### src/rtl/crc_frame_scheduler.sv
// crc_frame_scheduler: round-robin arbiter feeding two requesters' codewords to a shared CRC decoder.
module crc_frame_scheduler #(
   parameter int INPUT_BITS  = 20,
   parameter int OUTPUT_BITS = INPUT_BITS - 4,
   parameter int TIMEOUT     = 64
) (
   input  logic                   clk,
   input  logic                   resetn,
   input  logic                   req0_valid,
   input  logic [INPUT_BITS-1:0]  req0_data,
   output logic                   req0_ready,
   input  logic                   req1_valid,
   input  logic [INPUT_BITS-1:0]  req1_data,
   output logic                   req1_ready,
   output logic                   dec_start,
   output logic [INPUT_BITS-1:0]  dec_data,
   input  logic                   dec_ready,
   input  logic                   dec_valid,
   input  logic [OUTPUT_BITS-1:0] dec_out,
   output logic                   res_valid,
   input  logic                   res_ready,
   output logic [OUTPUT_BITS-1:0] res_data,
   output logic                   res_ok,
   output logic                   res_timeout,
   output logic                   res_src,
   output logic [15:0]            err_count
);
   localparam int TW = $clog2(TIMEOUT + 1);
   typedef enum logic [1:0] {IDLE, LOAD, RUN, DONE} state_t;
   state_t state, state_nx;
   logic [TW-1:0] timer;
   logic last_grant, gnt, hs, tmo, fin, fail;
   assign gnt  = (req0_valid & req1_valid) ? ~last_grant : req1_valid;
   assign hs   = (state == IDLE) & (req0_valid | req1_valid);
   assign tmo  = timer == TW'(TIMEOUT - 1);
   // a late dec_ready on the final RUN cycle still beats the timeout
   assign fin  = (state == RUN) & (dec_ready | tmo);
   assign fail = dec_ready ? ~dec_valid : 1'b1;
   always_ff @(posedge clk or negedge resetn)
      if (!resetn) state <= IDLE;
      else state <= state_nx;
   always_comb begin
      state_nx = state;
      case (state)
         IDLE: state_nx = hs ? LOAD : IDLE;
         LOAD: state_nx = RUN;
         RUN:  state_nx = fin ? DONE : RUN;
         DONE: state_nx = res_ready ? IDLE : DONE;
      endcase
   end
   always_comb begin
      req0_ready = resetn & hs & ~gnt;
      req1_ready = resetn & hs & gnt;
      dec_start  = state == RUN;
      res_valid  = state == DONE;
   end
   always_ff @(posedge clk or negedge resetn) begin
      if (!resetn) begin
         dec_data    <= '0;
         res_src     <= 1'b0;
         res_data    <= '0;
         res_ok      <= 1'b0;
         res_timeout <= 1'b0;
         timer       <= '0;
         last_grant  <= 1'b1;
         err_count   <= '0;
      end else begin
         if (hs) begin
            dec_data <= gnt ? req1_data : req0_data;
            res_src  <= gnt;
         end
         if (state == LOAD) timer <= '0;
         if (state == RUN) timer <= timer + TW'(1);
         if (fin) begin
            res_data    <= dec_ready ? dec_out : '0;
            res_ok      <= dec_ready & dec_valid;
            res_timeout <= ~dec_ready;
         end
         if (fin && fail && err_count != 16'hFFFF) err_count <= err_count + 16'd1;
         if (state == DONE && res_ready) last_grant <= res_src;
      end
   end
endmodule
### config.mk
export PLATFORM = sky130hd
export DESIGN_NAME = crc_frame_scheduler
export DESIGN_NICKNAME = d
export VERILOG_FILES = /design/src/rtl/crc_frame_scheduler.sv
export SDC_FILE = /design/constraint.sdc
export NUM_CORES = 1
export LEC_CHECK = 0
export CAP_MARGIN = 20
export CORE_ASPECT_RATIO = 1.25
export CORE_MARGIN = 1.5
export CORE_UTILIZATION = 46
export DETAILED_ROUTE_END_ITERATION = 6
export MAX_ROUTING_LAYER = met4
export PLACE_DENSITY = 0.93
export SYNTH_ARGS = -nofsm -noshare
export SYNTH_HDL_FRONTEND = slang
export SYNTH_SLANG_ARGS = --single-unit
### constraint.sdc
create_clock -name clk -period 3.2 [get_ports clk]
set_input_delay 0.32 -clock clk [delete_from_list [all_inputs] [get_ports clk]]
set_output_delay 0.32 -clock clk [all_outputs]
set_load 0.03 [all_outputs]
; Yosys cells after proc, flatten, opt, wreduce, memory -nomap -nowiden
; Cells that the tools add are included.
[totals]
input_bits = 63
output_inout_bits = 59
word_cells = 44
ff_bits = 65
[classes]
add_sub_neg = 2
n_bitwise = 13
muxes = 10
n_eq_ne = 5
n_reduce_logical = 5
[op_table]
columns = cell, n
row1 = 2-to-1 mux 20 bit, 1
row2 = adder 16 x 1 -> 16 bit (second input constant), 1
row3 = 2-to-1 mux 16 bit, 1
row4 = != test 16 bit (second input constant), 1
row5 = 2-to-1 mux 7 bit, 2
row6 = case mux 2 bit (4 select lines), 1
row7 = adder 7 x 1 -> 7 bit (second input constant), 1
row8 = bitwise AND 1 bit, 7
row9 = equality test 7 x 6 -> 1 bit (second input constant), 1
row10 = equality test 2 bit (second input constant), 2
row11 = 2-to-1 mux 1 bit, 4
row12 = NOT 1 bit, 4
row13 = logical AND 1 bit, 3
row14 = equality test 2 x 1 -> 1 bit (second input constant), 1
row15 = zero test 2 bit, 1
row16 = 2-to-1 mux 2 bit, 1
row17 = OR 1 bit, 2
row18 = nonzero test 2 bit, 1

; Logic depth before layout (Yosys ltp)
; Gate-level depths: netlist of the first run.
[logic_depth]
ltp_word = 5
ltp_mapped = 7

; Least setup slack after synthesis of the first run
; OpenSTA, ideal clock, no wires.
[synth_path]
kind = register to output
start = register state[0]
end = output port req0_ready
setup_slack_ns = 1.153
arrival_ns = 1.727
path_buffers = 1
required_ns = 2.880
path_stages_with_launch = 6
cell_sequence = dfrtp_1 -> inv_1 -> ha_1 -> o21ai_1 -> clkbuf_1 -> nor3b_1
[synth_via]
elab_chain_cells = 4
[synth_rtl]
columns = element, line_no
row1 = "start, declared", 30  ; state_t state, state_nx;
row2 = "start signal, assigned", 41  ; else state <= state_nx;
row3 = zero test 2 bit, 34  ; assign hs = (state == IDLE) & (req0_valid | req1_valid);
row4 = bitwise AND 1 bit, 34
row5 = bitwise AND 1 bit (2 in a row), 52  ; req0_ready = resetn & hs & ~gnt;
row6 = "end, declared", 11  ; output logic req0_ready,
; Every way passes these cells.

; Worst setup path in the final report of the first run
; Ends and elaborated chain as after synthesis.

==> flow_summary.yaml, run 1 <==
run_status:
  status: "finished, final reports clean"
logic_synthesis:
  synth_top_cell_by_area: "dfrtp_1"
  syn_area_sq_um: 2893
  yosysWarnings: 0
  synthCells: 261
  synth_nets: 329
  synthTopCellsByArea: "dfrtp_1 55%, mux2i_1 7.3%, a22o_1 5.1%, o21ai_0 5.0%, nand2_1 4.4%"
  synth_top_area_share_pct: 55.36
  yosysSeqAreaShare_pct: 56.27
  synth_cell_type_count: 34
  ys_ff_latch: 65
  postSynthAreaPerCell_sq_um: 11.08
timing:
  fin_ws_ns: 0.7863
  finClkSkew_ns: 0.009344
  slew_violations: 0
  maxSlewHeadroom_pct: 47.02
  fin_crit_sh_pct: 75.43
  finalSetupViolCount: 0
  rsz0062_at_grt: "false"
  final_hold_viol_count: 0
  fmax_ghz: 0.4143
  finalSetupTns_ns: 0
  period_minus_slack_ns: 2.414
  worst_pin_slew_ns: 0.7933
setup_path:
  worstPathMaxFanout: 4
  cp-end-kind: "output port"
  crit_arrival_ns: 2.09
  crit_type: "flip-flop to output port"
  reg2reg_slack_ns: 0.94
  startpoint_type: "flip-flop"
  worst_ep_required_time_ns: 2.88
global_route:
  grt_max_degree: 43
  track_usage_pct: 23.10
  grt_pass1_vias: 2522
  grt_pass1_wl_microns: 11660
  antenna_found_initial: 0
  grt-ovfl-total: 0
placement:
  place_congestion: 0.8046
  portBuffers: 121
  post-place-ws_ns: 0.6327
  hpwl_microns: 5274
  placed_area_sq_um: 4214
routing:
  via_count: 2503
  routed_wl_microns: 7062
  routedWlPerCell_microns: 14.81
  first_pass_iters: 4
  drtAntennaViolNets: 0
  viasPerCell: 5.247
  drt_iter0_drc: 144
  drcViolationCount: 0
final_layout:
  drive_gt1_share_pct: 7.908
  fin_area_sq_um: 4417
  fillers: 435
  antenna_cells: 0
  area_growth_pct: 52.68
  nets: 457
power_and_ir_drop:
  power_switching_w: 0.001523
  ir_worst_vdd_mv: 0.5432
  internal_power_w: 0.002313
  p_seq_share_pct: 33.8
  pwr_density_cell_nw_per_um2: 868.5
  p_leak_nw: 1.901
  p_clk_share_pct: 18.4
  finalPower_w: 0.003836
  power_frac_comb_pct: 47.8
  p_sw_share_pct: 39.70
floorplanning:
  placementRows: 32
  coreArea_sq_um: 6126
  die_area_sq_um: 6776
  io_pins: 122
  fp.dieH_microns: 91.66
  start_util_pct: 47.22
  die_w_microns: 73.93
cts:
  cts_tree: "yes"
  clockBufferDepth: 2
  cts_made_buffers: 9
  cts_resized: 0
  cts.htree.levels: 3
  clk_pin_slew_ns: 0.07
  cts_root_buf: "clkbuf_8"
  post_cts_buffers: 0
  holdBufCountCts: 0
  clkSinkCount: 65
  clock_latency_ns: 0.33
hold_path:
  hold_class: "primary input to async pin"
job:
  drv_cap: 0
## flip-flops by register name, summed over array words and instances (netlist names)
| register | flops |
|---|---|
| dec_data | 20 |
| err_count | 16 |
| last_grant | 1 |
| res_data | 16 |
| res_ok | 1 |
| res_src | 1 |
| res_timeout | 1 |
| state | 2 |
| timer | 7 |
## cell usage after synthesis, drive strengths merged
library cell,n
o21ai,31
nand4,9
a211oi,1
mux2,4
clkbuf,8
and4,2
inv,7
o22a,1
nor3b,2
mux2i,21
buf,3
nand3,10
xnor2,11
and3,6
a32o,1
nor2,7
xor2,2
o22ai,2
nand2,34
dfstp,1
and2,1
a22o,17
nor2b,2
or3b,1
ha,5
a21oi,3
o31ai,1
a21boi,1
o41ai,1
nor3,2
dfrtp,64
## power groups by stage
stage | registers (W) | logic, W | clock network [W]
final | 0.00130 | 0.00183 | 0.000706
after global routing | 0.00134 | 0.00196 | 0.000758
after CTS | 0.00130 | 0.00185 | 0.000719
after detailed placement | 0.00131 | 0.00184 | 0
after global placement | 0.00130 | 0.00179 | 0
after floorplan | 0.00180 | 0.000561 | 0
## critical path, stage by stage, from the launching register on
cell and delay [ns]:
dfrtp_1 0.39, inv_1 0.10, ha_1 0.23, o21ai_2 0.08, nor3b_1 0.25, clkdlybuf4s50_1 0.72
## area by class of cell
| cell class | instances | area, sq um | share of cell area (%) |
|---|---|---|---|
| Clock buffer | 12 | 165.2 | 3.739 |
| Clock inverter | 2 | 37.54 | 0.8499 |
| Inverter | 7 | 26.28 | 0.5949 |
| Multi-Input combinational cell | 178 | 1195 | 27.05 |
| Sequential cell | 65 | 1628 | 36.86 |
| Tap cell | 85 | 106.4 | 2.408 |
| Timing Repair Buffer | 128 | 1259 | 28.50 |
## cells in the final DEF (no fill, tap or decap), types with 5 or more instances in the layout
master	Yosys	final
nand3_1	10	10
and3_1	5	5
clkdlybuf4s50_1	0	120
dfrtp_1	64	64
buf_4	0	7
clkbuf_8	0	12
ha_1	5	5
xnor2_1	11	11
o21ai_0	29	29
nand2_1	34	34
a22o_1	17	17
nand4_1	9	9
nor2_1	7	7
mux2i_1	21	21
inv_1	7	7
## worst paths after layout
path | cells after the start | end | startpoint
worst max-delay path | 5 | req0_ready | state[0]
worst min-delay path | 2 | res_data[7] | resetn
worst max register to register | 5 | err_count[1] | state[0]
worst min register to register | 2 | dec_data[5] | dec_data[5]
max in group asynchronous | 2 | dec_data[10] | resetn
min in group clk | 2 | dec_data[5] | dec_data[5]
## through the flow
| step | instances | util (%) | hold slack, ns |
|---|---|---|---|
| 2_1_floorplan | 261 | - | 0.02441 |
| 3_5_place_dp | 463 | 68.79 | 0.3721 |
| 3_3_place_gp | 462 | 68.67 | 0.3698 |
| 6_report | 477 | 72.10 | 0.01170 |
| 5_1_grt | 477 | 72.10 | 0.01134 |
| 4_1_cts | 477 | 72.10 | 0.003571 |
## layer usage
metal	vias up	global-route usage [%]	wire length [microns]	share of wire [%]
met5	-	-	0	0
met1	1200	26.19	2849	40
met4	0	8.951	68	0.96
met3	9	5.934	478	6.8
met2	102	38.39	3665	52
li1	1192	-	-	-
## kinds of logic (layout without fill, tap and decap cells)
group                      count (synthesis)  in the layout  synth area share (%)
and+or+nand+nor                           76             76                 12.76
muxes                                     25             25                 8.823
adders and majority gates                  5              5                 2.163
AOI/OAI and AO/OA                         59             59                 13.37
xor gates and xnor gates                  13             13                 3.936
DFF                                       65             65                 56.27
buffers and inverters                     18            149                 2.682
(Power assumes the default switching activity.)
==> run 2, diff against run 1 <==
--- a/config.mk
+++ b/config.mk
@@ -8,10 +8,10 @@
 export CAP_MARGIN = 20
 export CORE_ASPECT_RATIO = 1.25
 export CORE_MARGIN = 1.5
-export CORE_UTILIZATION = 46
+export CORE_UTILIZATION = 38
 export DETAILED_ROUTE_END_ITERATION = 6
 export MAX_ROUTING_LAYER = met4
-export PLACE_DENSITY = 0.93
+export PLACE_DENSITY = 0.83
 export SYNTH_ARGS = -nofsm -noshare
 export SYNTH_HDL_FRONTEND = slang
 export SYNTH_SLANG_ARGS = --single-unit
==> constraint.sdc (replaced) <==
create_clock -name clk -period 2.05 [get_ports clk]
set_input_delay 0.205 -clock clk [delete_from_list [all_inputs] [get_ports clk]]
set_output_delay 0.205 -clock clk [all_outputs]
set_load 0.03 [all_outputs]
==> flow_summary.yaml, run 2 (synthesis gave the netlist of run 1 again) <==
run_status:
  status: "finished, final reports clean"
final_layout:
  drive_gt1_share_pct: 9.068
  final_common_cell: "clkdlybuf4s50_1"
  fin_area_sq_um: 4473
  layout_common_cells: "117 x clkdlybuf4s50_1, 64 x dfrtp_1, 34 x nand2_1, 29 x o21ai_0, 21 x mux2i_1"
  top_register: "dec_data"
  top_regs: "dec_data: 20 flops, err_count: 16 flops, res_data: 16 flops"
  antenna_cells: 0
  largest_register_ffs: 20
  nets: 460
  area_growth_pct: 54.63
power_and_ir_drop:
  internal_power_w: 0.003723
  finalPower_w: 0.006163
  pwr_density_cell_nw_per_um2: 1378
  power_switching_w: 0.002440
  p_leak_nw: 1.943
  p_clk_share_pct: 20.2
  p_seq_share_pct: 32.8
  p_sw_share_pct: 39.59
  power_frac_comb_pct: 47.0
  ir_worst_vdd_mv: 0.8251
global_route:
  grt_pass1_wl_microns: 12020
  antenna_found_initial: 0
  grt_max_degree: 44
  grt-ovfl-total: 0
  use_met3_pct: 4.615
  gr-usage-met2_pct: 33.46
  use_met1_pct: 22.74
  track_usage_pct: 20.21
  grt_busiest_layer: "met2"
  grt_pass1_vias: 2478
setup_path:
  worst_ep_required_time_ns: 2.28
  r2r_end: "err_count[1]"
  worstPathMaxFanout: 12
  cp-end-kind: "flip-flop"
  reg2reg_slack_ns: 0.17
  r2r-start: "err_count[0]"
  startpoint_type: "flip-flop"
  reg2reg_depth: 6
  crit_type: "flip-flop to flip-flop"
  crit_arrival_ns: 2.11
cts:
  clk_pin_slew_ns: 0.07
  cts.htree.levels: 3
  post_cts_buffers: 0
  clock_latency_ns: 0.34
  cts_tree: "yes"
  cts_made_buffers: 9
  clkSinkCount: 65
  clockBufferDepth: 2
  cts_root_buf: "clkbuf_8"
timing:
  rsz0062_at_grt: "false"
  worst_pin_slew_ns: 0.5305
  maxSlewHeadroom_pct: 64.63
  fin_crit_sh_pct: 91.62
  fmax_ghz: 0.5324
  fin_ws_ns: 0.1718
  finalSetupViolCount: 0
  finClkSkew_ns: 0.009713
  period_minus_slack_ns: 1.878
  slew_violations: 0
  final_hold_viol_count: 0
placement:
  post-place-ws_ns: -0.09208
  portBuffers: 121
  placed_area_sq_um: 4235
  place_congestion: 0.7728
  hpwl_microns: 5651
routing:
  routed_wl_microns: 7698
  first_pass_iters: 4
  drcViolationCount: 0
  drtAntennaViolNets: 0
  drt_iter0_drc: 75
  via_count: 2520
  routedWlPerCell_microns: 15.74
  viasPerCell: 5.153
floorplanning:
  placementRows: 35
  die_area_sq_um: 8149
  coreArea_sq_um: 7357
  start_util_pct: 39.32
  io_pins: 122
  die_w_microns: 81.04
  fp.dieH_microns: 100.6
hold_path:
  hold_class: "primary input to async pin"
job:
  drv_cap: 0
-- run 2: what timing repair did --
| item | in CTS | in global routing |
|---|---|---|
| endpoints found under the hold margin | 22 | 0 |
| setup endpoints to repair | 1 | 2 |
| cloned | 0 | 0 |
| gates resized for setup | 1 | 4 |
| hold buffers | 1 | 0 |
| pin swaps | 0 | 0 |
-- run 2: layout make-up --
type / instances / area (sq um)
Fill cell: 624 / 2884
Multi-Input combinational cell: 178 / 1195
Tap cell: 92 / 115.1
Clock inverter: 4 / 75.07
Sequential cell: 65 / 1628
Clock buffer: 12 / 155.1
Timing Repair Buffer: 131 / 1279
Inverter: 7 / 26.28
-- run 2: worst max-delay path by stage --
stage,startpoint,end,slack [ns],depth (start not counted)
2_1_floorplan,state[0],req0_ready,0.12,5
3_3_place_gp,dec_ready,err_count[1],-0.05,6
3_5_place_dp,dec_ready,err_count[1],-0.09,6
4_1_cts,state[0],dec_start,0.05,3
5_1_grt,timer[0],state[0],0.007,7
6_report,err_count[0],err_count[1],0.17,6
-- run 2: per-layer routing --
layer  wire (microns)  share of wire, %
met1             3124                41
met2             3890                51
met3              527               6.8
met4              156               2.0
met5                0                 0
-- run 2: power by group through the flow --
stage,registers [W],logic (W),clock network (W)
4_1_cts,0.00202,0.00293,0.00128
6_report,0.00202,0.00290,0.00125
3_5_place_dp,0.00204,0.00292,0
3_3_place_gp,0.00202,0.00285,0
5_1_grt,0.00208,0.00311,0.00134
2_1_floorplan,0.00280,0.000876,0
-- run 2: critical path: stages (launching register included) --
cell      delay, ns
dfrtp_1        0.44
ha_1           0.30
nand3_1        0.17
nor3_1         0.09
a211oi_2       0.21
buf_4          0.21
mux2_2         0.34
-- run 2: stage by stage --
step | util (%) | std cells | hold slack (ns) | TNS (ns)
2_1_floorplan | - | 261 | -0.09059 | 0
3_3_place_gp | 57.57 | 472 | 0.2602 | -0.05265
3_5_place_dp | 57.57 | 472 | 0.2729 | -0.2387
4_1_cts | 60.82 | 489 | 0.4349 | 0
5_1_grt | 60.80 | 489 | 0.4577 | 0
6_report | 60.80 | 489 | 0.4325 | 0
==> run 3, diff against run 2 <==
--- a/config.mk
+++ b/config.mk
@@ -6,12 +6,14 @@
 export NUM_CORES = 1
 export LEC_CHECK = 0
 export CAP_MARGIN = 20
+export CELL_PAD_IN_SITES_DETAIL_PLACEMENT = 0
+export CELL_PAD_IN_SITES_GLOBAL_PLACEMENT = 1
 export CORE_ASPECT_RATIO = 1.25
 export CORE_MARGIN = 1.5
-export CORE_UTILIZATION = 38
+export CORE_UTILIZATION = 29
 export DETAILED_ROUTE_END_ITERATION = 6
 export MAX_ROUTING_LAYER = met4
-export PLACE_DENSITY = 0.83
+export PLACE_DENSITY = 0.84
 export SYNTH_ARGS = -nofsm -noshare
 export SYNTH_HDL_FRONTEND = slang
 export SYNTH_SLANG_ARGS = --single-unit
==> flow_summary.yaml, run 3 (synthesis gave the netlist of run 1 again) <==
run_status:
  status: "finished, final reports clean"
global_route:
  antenna_found_initial: 0
  grt-ovfl-total: 0
  grt_pass1_wl_microns: 11950
  track_usage_pct: 14.79
  grt_pass1_vias: 2496
  grt_max_degree: 66
cts:
  cts.htree.levels: 3
  clk_pin_slew_ns: 0.06
  cts_tree: "yes"
  clkSinkCount: 65
  clockBufferDepth: 2
  cts_root_buf: "clkbuf_16"
  holdBufCountCts: 0
  clock_latency_ns: 0.33
  cts_made_buffers: 9
setup_path:
  startpoint_type: "flip-flop"
  worstPathMaxFanout: 12
  reg2reg_slack_ns: 0.21
  cp-end-kind: "flip-flop"
  crit_type: "flip-flop to flip-flop"
  worst_ep_required_time_ns: 2.26
  reg2reg_depth: 6
  crit_start: "timer[0]"
  crit_arrival_ns: 2.05
  r2r-start: "timer[0]"
  r2r_end: "err_count[1]"
hold_path:
  hold_class: "primary input to async pin"
power_and_ir_drop:
  ir_worst_vdd_mv: 0.7373
  pwr_density_cell_nw_per_um2: 1398
  p_leak_nw: 1.978
timing:
  fin_crit_sh_pct: 89.55
  finClkSkew_ns: 0.007755
  worst_pin_slew_ns: 0.8215
  period_minus_slack_ns: 1.836
  finalSetupViolCount: 0
  maxSlewHeadroom_pct: 45.24
  rsz0062_at_grt: "false"
  final_hold_viol_count: 0
  finalSetupTns_ns: 0
  slew_violations: 0
  fmax_ghz: 0.5448
floorplanning:
  start_util_pct: 29.95
  fp.dieH_microns: 114.7
  die_area_sq_um: 10590
  placementRows: 40
  die_w_microns: 92.33
  coreArea_sq_um: 9659
  io_pins: 122
final_layout:
  final_common_cell: "clkdlybuf4s50_1"
  top_register: "dec_data"
  seqCellArea_sq_um: 1628
  fin_area_sq_um: 4603
  area_growth_pct: 59.13
  drive_gt1_share_pct: 9.799
  layout_common_cells: "117 x clkdlybuf4s50_1, 64 x dfrtp_1, 34 x nand2_1, 29 x o21ai_0, 21 x mux2i_1"
  nets: 461
  top_regs: "dec_data: 20 flops, err_count: 16 flops, res_data: 16 flops"
  fin_cells: 525
  multi_input_area_sq_um: 1202
  fillers: 878
  largest_register_ffs: 20
placement:
  place_congestion: 0.7604
  placed_area_sq_um: 4300
  dp_cells: 508
  portBuffers: 121
  hpwl_microns: 5178
routing:
  drcViolationCount: 0
  viasPerCell: 4.682
  routed_wl_microns: 7136
  via_count: 2458
  first_pass_iters: 4
  routedWlPerCell_microns: 13.59
  drt_iter0_drc: 58
  drtAntennaViolNets: 0
job:
  drv_cap: 0
## run 3: changes by cell type in the layout (fill, tap and decap cells not counted), sizes merged
cell / before / now
buf: 11 / 13
dlymetal6s2s: 1 / 0
bufinv: 2 / 1
diode: 0 / 1
dlygate4sd3: 1 / 0
clkbuf: 13 / 11
dlygate4sd2: 0 / 1
clkinv: 0 / 3
## run 3: critical path, cell delays in order (launching register included)
cell and delay (ns):
dfrtp_1 0.38, ha_1 0.23, nand4_1 0.15, o22a_1 0.23, a211oi_2 0.19, buf_4 0.20
mux2_2 0.34
## run 3: layout make-up
| class | instances | area share [%] |
|---|---|---|
| Sequential cell | 65 | 35.36 |
| Inverter | 7 | 0.5708 |
| Multi-Input combinational cell | 178 | 26.12 |
| Clock inverter | 6 | 1.468 |
| Clock buffer | 10 | 5.192 |
| Antenna cell | 1 | 0.05436 |
| Tap cell | 126 | 3.425 |
| Timing Repair Buffer | 132 | 27.81 |
## run 3: worst max-delay path by stage
stage                         to  slack, ns  cells after the start
floorplan             req0_ready       0.12                      5
detailed placement  err_count[1]      -0.03                      6
CTS                   req0_ready       0.05                      5
finish              err_count[1]       0.21                      6
global placement    err_count[1]      -0.02                      6
global route            state[0]       0.02                      7
## run 3: power breakdown
group	switching [W]	internal, W
registers	0.000292	0.00174
logic	0.00162	0.00125
clock network	0.000564	0.000975
total	0.00248	0.00396
## run 3: metrics by stage
| step | util, % | hold WS [ns] | worst slack (ns) | power (W) |
|---|---|---|---|---|
| after floorplan | - | -0.09059 | 0.1183 | 0.003679 |
| after global placement | 44.52 | 0.4628 | -0.01855 | 0.004909 |
| after detailed placement | 44.52 | 0.4700 | -0.03109 | 0.004958 |
| after CTS | 47.67 | 0.1729 | 0.05042 | 0.006538 |
| after global routing | 47.63 | 0.2163 | 0.01508 | 0.006820 |
| final | 47.66 | 0.1237 | 0.2143 | 0.006435 |
## run 3: timing repair
| action | 4_1_cts | 5_1_grt |
|---|---|---|
| endpoints found under the setup margin | 2 | 1 |
| pin swaps | 0 | 0 |
| gates cloned | 0 | 0 |
| gates resized for setup | 2 | 3 |
| buffers inserted | 0 | 0 |
## run 3: layer usage
layer	global-route usage, %	part of all wire, %	routed length [microns]
met1	17.50	44	3133
met5	-	0	0
met2	23.19	47	3358
met4	5.436	1.4	99
met3	5.179	7.6	544
